<file path="src/rtl/rvfi_mem_arbiter_if.sv">
// Native memory-port bundle (valid/ready, instr, addr, wdata, wstrb, rdata).
// A requester uses the master modport; the responder uses the slave modport.
interface rvfi_mem_arbiter_if;
   logic        valid;
   logic        instr;
   logic [31:0] addr;
   logic [31:0] wdata;
   logic [3:0]  wstrb;
   logic        ready;
   logic [31:0] rdata;

   modport master (output valid, instr, addr, wdata, wstrb, input  ready, rdata);
   modport slave  (input  valid, instr, addr, wdata, wstrb, output ready, rdata);
endinterface

</file>
<file path="src/rtl/rvfi_mem_arbiter.sv">
// Two-master round-robin arbiter onto one native memory port, with one outstanding
// access and a bounded-wait timeout that force-completes a hung slave.
module rvfi_mem_arbiter #(
   parameter int          TIMEOUT       = 16,
   parameter logic [31:0] TIMEOUT_RDATA = 32'hDEADBEEF
) (
   input  logic                    clk,
   input  logic                    resetn,
   rvfi_mem_arbiter_if.slave       m0,
   rvfi_mem_arbiter_if.slave       m1,
   rvfi_mem_arbiter_if.master      s,
   output logic                    grant,
   output logic                    busy,
   output logic                    timeout_err,
   output logic [7:0]              timeout_cnt
);

   localparam logic [1:0] ST_IDLE  = 2'd0;
   localparam logic [1:0] ST_BUSY0 = 2'd1;
   localparam logic [1:0] ST_BUSY1 = 2'd2;

   logic [1:0]  r_state;
   logic        r_last;
   logic        r_grant;
   logic [31:0] r_wcnt;
   logic [7:0]  r_timeout_cnt;

   logic        w_in_busy;
   logic        w_sel;
   logic        w_sel_valid;
   logic        w_to_hit;
   logic        w_done;
   logic        w_to_err;
   logic [31:0] w_rdata;
   logic [1:0]  w_m_ready;
   logic [31:0] w_m_rdata [2];

   assign w_in_busy   = (r_state == ST_BUSY0) || (r_state == ST_BUSY1);
   assign w_sel       = (r_state == ST_BUSY1);
   assign w_sel_valid = w_in_busy && (w_sel ? m1.valid : m0.valid);

   generate
      if (TIMEOUT == 0) begin : g_no_timeout
         assign w_to_hit = 1'b0;
      end else begin : g_timeout
         localparam logic [31:0] TO_LIMIT = 32'(TIMEOUT - 1);
         assign w_to_hit = (r_wcnt == TO_LIMIT);
      end
   endgenerate

   // A master that dropped valid mid-access gets no completion and no error.
   assign w_done   = w_sel_valid && (s.ready || w_to_hit);
   assign w_to_err = w_sel_valid && !s.ready && w_to_hit;
   assign w_rdata  = s.ready ? s.rdata : TIMEOUT_RDATA;

   assign s.valid = w_sel_valid;
   assign s.instr = w_sel_valid && (w_sel ? m1.instr : m0.instr);
   assign s.addr  = w_sel_valid ? (w_sel ? m1.addr  : m0.addr)  : 32'd0;
   assign s.wdata = w_sel_valid ? (w_sel ? m1.wdata : m0.wdata) : 32'd0;
   assign s.wstrb = w_sel_valid ? (w_sel ? m1.wstrb : m0.wstrb) : 4'd0;

   genvar gi;
   generate
      for (gi = 0; gi < 2; gi++) begin : g_resp
         assign w_m_ready[gi] = w_done && (w_sel == 1'(gi));
         assign w_m_rdata[gi] = w_m_ready[gi] ? w_rdata : 32'd0;
      end
   endgenerate

   assign m0.ready    = w_m_ready[0];
   assign m0.rdata    = w_m_rdata[0];
   assign m1.ready    = w_m_ready[1];
   assign m1.rdata    = w_m_rdata[1];
   assign grant       = r_grant;
   assign busy        = w_in_busy;
   assign timeout_err = w_to_err;
   assign timeout_cnt = r_timeout_cnt;

   always_ff @(posedge clk) begin
      if (!resetn) begin
         r_state       <= ST_IDLE;
         r_last        <= 1'b1;
         r_grant       <= 1'b0;
         r_wcnt        <= 32'd0;
         r_timeout_cnt <= 8'd0;
      end else begin
         case (r_state)
            ST_IDLE: begin
               r_wcnt <= 32'd0;
               // On a tie the master not serviced last wins.
               if (m0.valid && (!m1.valid || r_last)) begin
                  r_state <= ST_BUSY0;
                  r_grant <= 1'b0;
               end else if (m1.valid) begin
                  r_state <= ST_BUSY1;
                  r_grant <= 1'b1;
               end
            end
            ST_BUSY0, ST_BUSY1: begin
               if (!w_sel_valid) begin
                  r_state <= ST_IDLE;
                  r_wcnt  <= 32'd0;
               end else if (w_done) begin
                  r_state <= ST_IDLE;
                  r_last  <= w_sel;
                  r_wcnt  <= 32'd0;
                  if (w_to_err && (r_timeout_cnt != 8'hFF))
                     r_timeout_cnt <= r_timeout_cnt + 8'd1;
               end else begin
                  r_wcnt <= r_wcnt + 32'd1;
               end
            end
            default: begin
               r_state <= ST_IDLE;
               r_wcnt  <= 32'd0;
            end
         endcase
      end
   end

endmodule

</file>
<file path="src/flat_wrapper.sv">
// flat-port wrapper written by rule: the top's interface ports become plain ports
module rvfi_mem_arbiter_flat 
#(
   parameter int          TIMEOUT       = 16,
   parameter logic [31:0] TIMEOUT_RDATA = 32'hDEADBEEF
)
  (clk, resetn, grant, busy, timeout_err, timeout_cnt, m0_valid, m0_instr, m0_addr, m0_wdata, m0_wstrb, m0_ready, m0_rdata, m1_valid, m1_instr, m1_addr, m1_wdata, m1_wstrb, m1_ready, m1_rdata, s_valid, s_instr, s_addr, s_wdata, s_wstrb, s_ready, s_rdata);
  rvfi_mem_arbiter_if m0_i ();
  rvfi_mem_arbiter_if m1_i ();
  rvfi_mem_arbiter_if s_i ();
  input  logic clk;
  input  logic resetn;
  output logic grant;
  output logic busy;
  output logic timeout_err;
  output logic [7:0] timeout_cnt;
  input wire logic [$bits(m0_i.valid)-1:0] m0_valid;
  input wire logic [$bits(m0_i.instr)-1:0] m0_instr;
  input wire logic [$bits(m0_i.addr)-1:0] m0_addr;
  input wire logic [$bits(m0_i.wdata)-1:0] m0_wdata;
  input wire logic [$bits(m0_i.wstrb)-1:0] m0_wstrb;
  output wire logic [$bits(m0_i.ready)-1:0] m0_ready;
  output wire logic [$bits(m0_i.rdata)-1:0] m0_rdata;
  input wire logic [$bits(m1_i.valid)-1:0] m1_valid;
  input wire logic [$bits(m1_i.instr)-1:0] m1_instr;
  input wire logic [$bits(m1_i.addr)-1:0] m1_addr;
  input wire logic [$bits(m1_i.wdata)-1:0] m1_wdata;
  input wire logic [$bits(m1_i.wstrb)-1:0] m1_wstrb;
  output wire logic [$bits(m1_i.ready)-1:0] m1_ready;
  output wire logic [$bits(m1_i.rdata)-1:0] m1_rdata;
  output wire logic [$bits(s_i.valid)-1:0] s_valid;
  output wire logic [$bits(s_i.instr)-1:0] s_instr;
  output wire logic [$bits(s_i.addr)-1:0] s_addr;
  output wire logic [$bits(s_i.wdata)-1:0] s_wdata;
  output wire logic [$bits(s_i.wstrb)-1:0] s_wstrb;
  input wire logic [$bits(s_i.ready)-1:0] s_ready;
  input wire logic [$bits(s_i.rdata)-1:0] s_rdata;
  assign m0_i.valid = m0_valid;
  assign m0_i.instr = m0_instr;
  assign m0_i.addr = m0_addr;
  assign m0_i.wdata = m0_wdata;
  assign m0_i.wstrb = m0_wstrb;
  assign m0_ready = m0_i.ready;
  assign m0_rdata = m0_i.rdata;
  assign m1_i.valid = m1_valid;
  assign m1_i.instr = m1_instr;
  assign m1_i.addr = m1_addr;
  assign m1_i.wdata = m1_wdata;
  assign m1_i.wstrb = m1_wstrb;
  assign m1_ready = m1_i.ready;
  assign m1_rdata = m1_i.rdata;
  assign s_valid = s_i.valid;
  assign s_instr = s_i.instr;
  assign s_addr = s_i.addr;
  assign s_wdata = s_i.wdata;
  assign s_wstrb = s_i.wstrb;
  assign s_i.ready = s_ready;
  assign s_i.rdata = s_rdata;
  rvfi_mem_arbiter #(.TIMEOUT(TIMEOUT), .TIMEOUT_RDATA(TIMEOUT_RDATA)) u_core (.clk(clk), .resetn(resetn), .m0(m0_i), .m1(m1_i), .s(s_i), .grant(grant), .busy(busy), .timeout_err(timeout_err), .timeout_cnt(timeout_cnt));
endmodule
</file>
<file path="config.mk">
export PLATFORM = sky130hd
export DESIGN_NAME = rvfi_mem_arbiter_flat
export DESIGN_NICKNAME = d
export VERILOG_FILES = /design/src/rtl/rvfi_mem_arbiter_if.sv /design/src/rtl/rvfi_mem_arbiter.sv /design/src/flat_wrapper.sv
export SDC_FILE = /design/constraint.sdc
export NUM_CORES = 1
export LEC_CHECK = 0
export ABC_AREA = 1
export CAP_MARGIN = 30
export CORE_AREA = 2 2 124 126
export CTS_BUF_LIST = sky130_fd_sc_hd__clkbuf_2
export DETAILED_ROUTE_END_ITERATION = 10
export DIE_AREA = 0 0 126 128
export PLACE_DENSITY = 0.69
export SLEW_MARGIN = 10
export SYNTH_ARGS = -nofsm -noshare
export SYNTH_HDL_FRONTEND = slang
export SYNTH_SLANG_ARGS = --single-unit
</file>
<file path="constraint.sdc">
create_clock -name clk -period 5.4 [get_ports clk]
set_input_delay 1.08 -clock clk [delete_from_list [all_inputs] [get_ports clk]]
set_output_delay 1.08 -clock clk [all_outputs]
set_load 0.02 [all_outputs]
</file>
==> results of run 1 <==
## flip-flops by register name (all words and copies together), names as in the netlist
signal / flops
u_core.r_wcnt: 32
u_core.timeout_cnt: 8
u_core.r_state: 2
u_core.grant: 1
u_core.r_last: 1
## cell usage in the layout, fill, tap and decap left out, types with 2 or more instances in the layout
master             n
buf_4              6
clkinv_1           2
clkinvlp_4         2
nand2_2            2
clkbuf_2           5
nor2_2             2
nand2_1          283
dfxtp_1           44
a21oi_1          102
inv_2              5
nor4_1             2
nor3_1            12
nand4_1           15
xor2_1            10
clkdlybuf4s50_1  321
inv_1             75
ha_1               3
nor2_1           138
o21ai_0            5
nand3_1           27
## per-layer routing
metal  vias to the layer above  track usage, %  routed length (µm)
li1                       2997               -                   -
met1                      2654           25.99                7736
met2                       288           48.77               11620
met3                        55           3.715                1335
met4                         2           13.70                1297
met5                         -               0                  17
## stage by stage
| stage | instances | cell area (µm²) | util (%) |
|---|---|---|---|
| final | 1259 | 7402 | 49.80 |
| after global routing | 1259 | 7402 | 49.80 |
| after CTS | 1259 | 7402 | 49.80 |
| after detailed placement | 1251 | 7358 | 49.50 |
| after global placement | 1251 | 7358 | 49.50 |
| after floorplan | 769 | 4004 | - |
## power groups by stage
stage / sequential, mW / combinational (mW) / clock, mW
6_report: 0.330 / 0.439 / 0.152
3_5_place_dp: 0.336 / 0.441 / 0
2_1_floorplan: 0.337 / 0.173 / 0
4_1_cts: 0.330 / 0.443 / 0.155
5_1_grt: 0.331 / 0.466 / 0.169
3_3_place_gp: 0.336 / 0.441 / 0
## layout make-up
cell class	instances	area (µm²)
fill	1589	7462
timing repair buffer	327	3258
multi-input combinational	611	2680
sequential	44	880.8
inverter	81	304.0
tap	188	235.2
clock buffer	5	25.02
clock inverter	3	18.77
## cell families (layout without fill, tap and decap cells)
group | after synthesis | after routing | synth area share [%]
adders and majority gates | 4 | 4 | 1.250
DFF | 44 | 44 | 22.00
buffers and inverters | 114 | 416 | 11.31
AOI/OAI and AO/OA | 108 | 108 | 13.59
xor gates and xnor gates | 11 | 11 | 2.406
and+or+nand+nor | 488 | 488 | 49.44
## worst max path at each step
| stage | start | cells past startpoint | slack, ps | to |
|---|---|---|---|---|
| floorplan | m0_valid | 9 | 2050 | m0_rdata[10] |
| global placement | m0_valid | 7 | 870 | s_wdata[18] |
| detailed placement | m0_valid | 7 | 910 | s_wdata[21] |
| CTS | m0_valid | 7 | 910 | s_wdata[21] |
| global route | u_core.r_wcnt[0] | 13 | 800 | m1_rdata[8] |
| finish | m0_valid | 7 | 860 | s_wdata[21] |
==> out/qor.txt, run 1 <==
clk buf depth -> 2
site row count -> 45
Remaining DRCs -> 0
die footprint -> 0.01613 mm²
final hold vios -> 0
routed vias -> 5,996
Routed WL -> 22,010 µm
post-detailed-route via-to-cell ratio -> 4.763
Synth Instances -> 769
initial antenna violation count -> 1
WP buf/inv -> 3
area leader, netlist -> nand2_1
hold wc startpoint -> u_core.r_wcnt[0]
Clock Pin Slew Worst Setup and Hold Paths -> 220 ps
CP max stage delay -> 700 ps
Post-CTS Repair Setup Buffers -> 0
total power -> 921.3 µW
crit-path max FO -> 71
Antenna Cells -> 0
vias in the first global route -> 5,640
Cell Area, Synth -> 0.004004 mm²
Nets -> 1,249
detailed placement HPWL -> 18,450 µm
Place WS -> 911.9 ps
crit path capture type -> output port
top-area cell type share of the netlist area -> 26.53%
hold worst-path end -> u_core.r_wcnt[0]
Hold Crit Class -> register to register
Max Slew Vio Count -> 0
Internal -> 579.5 µW
CTS tree -> yes
fraction of power consumed by sequential logic -> 35.8%
Sum Neg Setup Slack -> 0 ps
count leader, synth -> nand2_1
commonest cells in the netlist -> nand2_1 (283), nor2_1 (138), a21oi_1 (102)
synth top area cells -> nand2_1 (27%), dfxtp_1 (22%), nor2_1 (13%)
number of synthesized flops with an enable pin -> 0
Core Region -> 0.01486 mm²
CTS Root Buffer Type -> clkbuf_2
clk_skew -> 35.75 ps
Hold Buf Count CTS -> 0
CTS buffer count -> 5
hold slack -> 471.0 ps
GPL Wtd Cong -> 0.9689
Top delay family on crit path -> buffers and inverters
status -> finished, final reports clean
Reg2Reg Launch Point -> u_core.r_state[0]
Seq/Total Area, Yosys -> 22.00%
Max Freq -> 220.1 MHz
Yosys reg bits -> 44
FFs w/ async S/R, synth -> 0%
Gate power share -> 47.7%
Iter 0 DRT Violations -> 403
post-CTS resize count -> 0
Layout area overhead -> 84.88%
worst path arrival time -> 3460 ps
NetSw -> 341.7 µW
Netlist cell types -> 30
IO buf count -> 321
drt wl/cell -> 17.48 µm
Yosys warnings -> 0
maxcap violations -> 0
part of the power in the clock network -> 16.5%
CTS HTree Levels -> 2
Hold Path Depth -> 1
proportion of layout cells with a drive suffix above 1 -> 2.708%
Cell Chain, Critical Path -> clkdlybuf4s50_1, nor2_1, nor2_1, o21ai_4, buf_4, a21oi_1, clkdlybuf4s50_1
largest net degree at the start of global routing -> 72
first-pass GRT wire length -> 31,390 µm
Crit-path slowest cell -> clkdlybuf4s50_1
Net Count, Synth -> 948
total grt overflow -> 0
RSZ-0062 raised after global routing -> no
Worst EP required -> 4320 ps
Routed Antenna Nets -> 0
Peak VDD IR -> 0.04906 mV
setup ws final -> 856.9 ps
Die Height -> 128 µm
pwr/cell area -> 124.5 mW/mm²
main flop type after synthesis -> dfxtp_1
Global Route Usage Sum -> 25.22%
Sw Ratio -> 37.09%
Initial Utilization -> 26.94%
worst reg2reg endpoint -> u_core.timeout_cnt[3]
post-route clock period utilization -> 84.13%
clk_lat worst skew -> 470 ps
Num Clock Sinks -> 44
Pre-Repair DR Iteration Count -> 5
Synth Area per Inst -> 5.207 µm²
I/O pins -> 322
Worst R2R Path Depth -> 10
Tmin final -> 4543 ps
Pleak -> 2.991 nW
Worst setup SP type -> input pin
Worst slew margin -> 48.69%
die width -> 126 µm
slew at the pin closest to its max-slew limit -> 769.6 ps
Setup-failing EPs final -> 0
R2R Setup Slk -> 2890 ps
CP Class -> input pin to output port
Note: power is estimated with default switching activity, not from simulation.
==> run 2: changes to the inputs <==
CORE_AREA = 2 2 126 128   (was 2 2 124 126)
DIE_AREA = 0 0 128 130   (was 0 0 126 128)
PLACE_DENSITY = 0.67   (was 0.69)
clock period = 4.6 ns   (was 5.4 ns; I/O delays follow)
==> out/qor.txt, run 2 (synthesis results as in run 1) <==
GPL Wtd Cong -> 0.9661
CTS Root Buffer Type -> clkbuf_2
Sum Neg Setup Slack -> 0 ps
Routed Antenna Nets -> 0
CTS HTree Levels -> 2
fraction of power consumed by sequential logic -> 34.5%
Nets -> 1,248
Gate power share -> 45.8%
Internal -> 733.4 µW
Max Freq -> 233.2 MHz
clk_skew -> 26.26 ps
Hold Buf Count CTS -> 0
vias in the first global route -> 5,394
status -> finished, final reports clean
clk buf depth -> 2
post-CTS resize count -> 0
Pleak -> 3.002 nW
most frequent cells in the layout -> clkdlybuf4s50_1 (321), nand2_1 (283), nor2_1 (138)
site row count -> 46
initial antenna violation count -> 0
crit-path max FO -> 71
worst path arrival time -> 3370 ps
final hold vios -> 0
RSZ-0062 raised after global routing -> no
commonest non-fill, non-tap cell in the layout -> clkdlybuf4s50_1
Top reg by flops -> u_core.r_wcnt
proportion of layout cells with a drive suffix above 1 -> 2.523%
Post-CTS Repair Setup Buffers -> 0
Num Clock Sinks -> 44
part of the power in the clock network -> 19.7%
Hold Path Depth -> 1
detailed placement HPWL -> 17,240 µm
Worst EP required -> 3680 ps
Iter 0 DRT Violations -> 364
Worst slew margin -> 49.01%
Global Route Usage Sum -> 23.23%
fin util -> 48.09%
Antenna Cells -> 0
Worst setup SP type -> register
max reg flops -> 32
post-detailed-route via-to-cell ratio -> 4.612
Core Region -> 0.01542 mm²
first-pass GRT wire length -> 29,340 µm
Pre-Repair DR Iteration Count -> 5
worst reg2reg endpoint -> u_core.timeout_cnt[4]
die width -> 128 µm
slew at the pin closest to its max-slew limit -> 764.8 ps
Peak VDD IR -> 0.1028 mV
CTS buffer count -> 5
pwr/cell area -> 151.5 mW/mm²
I/O pins -> 322
Place WS -> 376.4 ps
Setup-failing EPs final -> 0
setup ws final -> 310.9 ps
Max Slew Vio Count -> 0
crit path capture type -> output port
Clock Pin Slew Worst Setup and Hold Paths -> 210 ps
NetSw -> 390.4 µW
R2R Setup Slk -> 2120 ps
Tmin final -> 4289 ps
CP Class -> register to output port
largest net degree at the start of global routing -> 72
Routed WL -> 20,800 µm
total power -> 1.124 mW
Reg2Reg Launch Point -> u_core.r_state[0]
hold worst-path end -> u_core.r_wcnt[0]
Die Height -> 130 µm
hold wc startpoint -> u_core.r_wcnt[0]
post-route clock period utilization -> 93.24%
drt wl/cell -> 16.48 µm
Sw Ratio -> 34.74%
Hold Crit Class -> register to register
Initial Utilization -> 25.96%
total grt overflow -> 0
CTS tree -> yes
die footprint -> 0.01664 mm²
hold slack -> 470.0 ps
clk_lat worst skew -> 420 ps
Layout area overhead -> 85.28%
routed vias -> 5,820
maxcap violations -> 0
IO buf count -> 321
Remaining DRCs -> 0
Worst R2R Path Depth -> 10
## run 2: worst max path at each step
stage | to | slack (ps) | startpoint | cells after the start
floorplan | m0_rdata[10] | 1570 | m0_valid | 9
global placement | m1_rdata[20] | 400 | m0_valid | 10
detailed placement | m1_rdata[4] | 380 | m0_valid | 10
CTS | m1_rdata[4] | 270 | u_core.r_state[0] | 8
global route | m1_rdata[24] | 7 | u_core.r_state[0] | 8
finish | m1_rdata[14] | 310 | u_core.r_state[0] | 8
## run 2: area by class of cell
class | count | area [µm²]
well taps | 192 | 240.2
fillers | 1661 | 8006
clock buffers | 5 | 25.02
repair buffers | 326 | 3251
inverters | 81 | 304.0
flip-flops and latches | 44 | 880.8
multi-input cells | 611 | 2680
clock inverters | 3 | 37.54
## run 2: stage by stage
| stage | instances | cell area [µm²] |
|---|---|---|
| 2_1_floorplan | 769 | 4004 |
| 3_3_place_gp | 1254 | 7356 |
| 3_5_place_dp | 1254 | 7356 |
| 4_1_cts | 1262 | 7418 |
| 5_1_grt | 1262 | 7418 |
| 6_report | 1262 | 7418 |
## run 2: power groups by stage
stage,Sequential (mW),Combinational [mW],Clock (mW)
final,0.388,0.515,0.221
after global routing,0.388,0.549,0.240
after CTS,0.388,0.520,0.227
after detailed placement,0.395,0.518,0
after global placement,0.395,0.517,0
after floorplan,0.395,0.203,0
## run 2: worst max-delay path, cell delays in order (launching register included)
cell	delay, ps
dfxtp_1	360
inv_1	80
ha_2	200
buf_4	610
nand3_2	640
inv_2	340
nand2_1	80
inv_1	60
clkdlybuf4s50_1	590
## run 2: per-layer routing
| metal | up-vias | global-route usage, % | wire length [µm] |
|---|---|---|---|
| met5 | - | 0 | 0 |
| met4 | 0 | 12.22 | 1119 |
| met3 | 40 | 3.649 | 1233 |
| met2 | 258 | 45.86 | 11230 |
| met1 | 2530 | 23.42 | 7222 |
| li1 | 2992 | - | - |
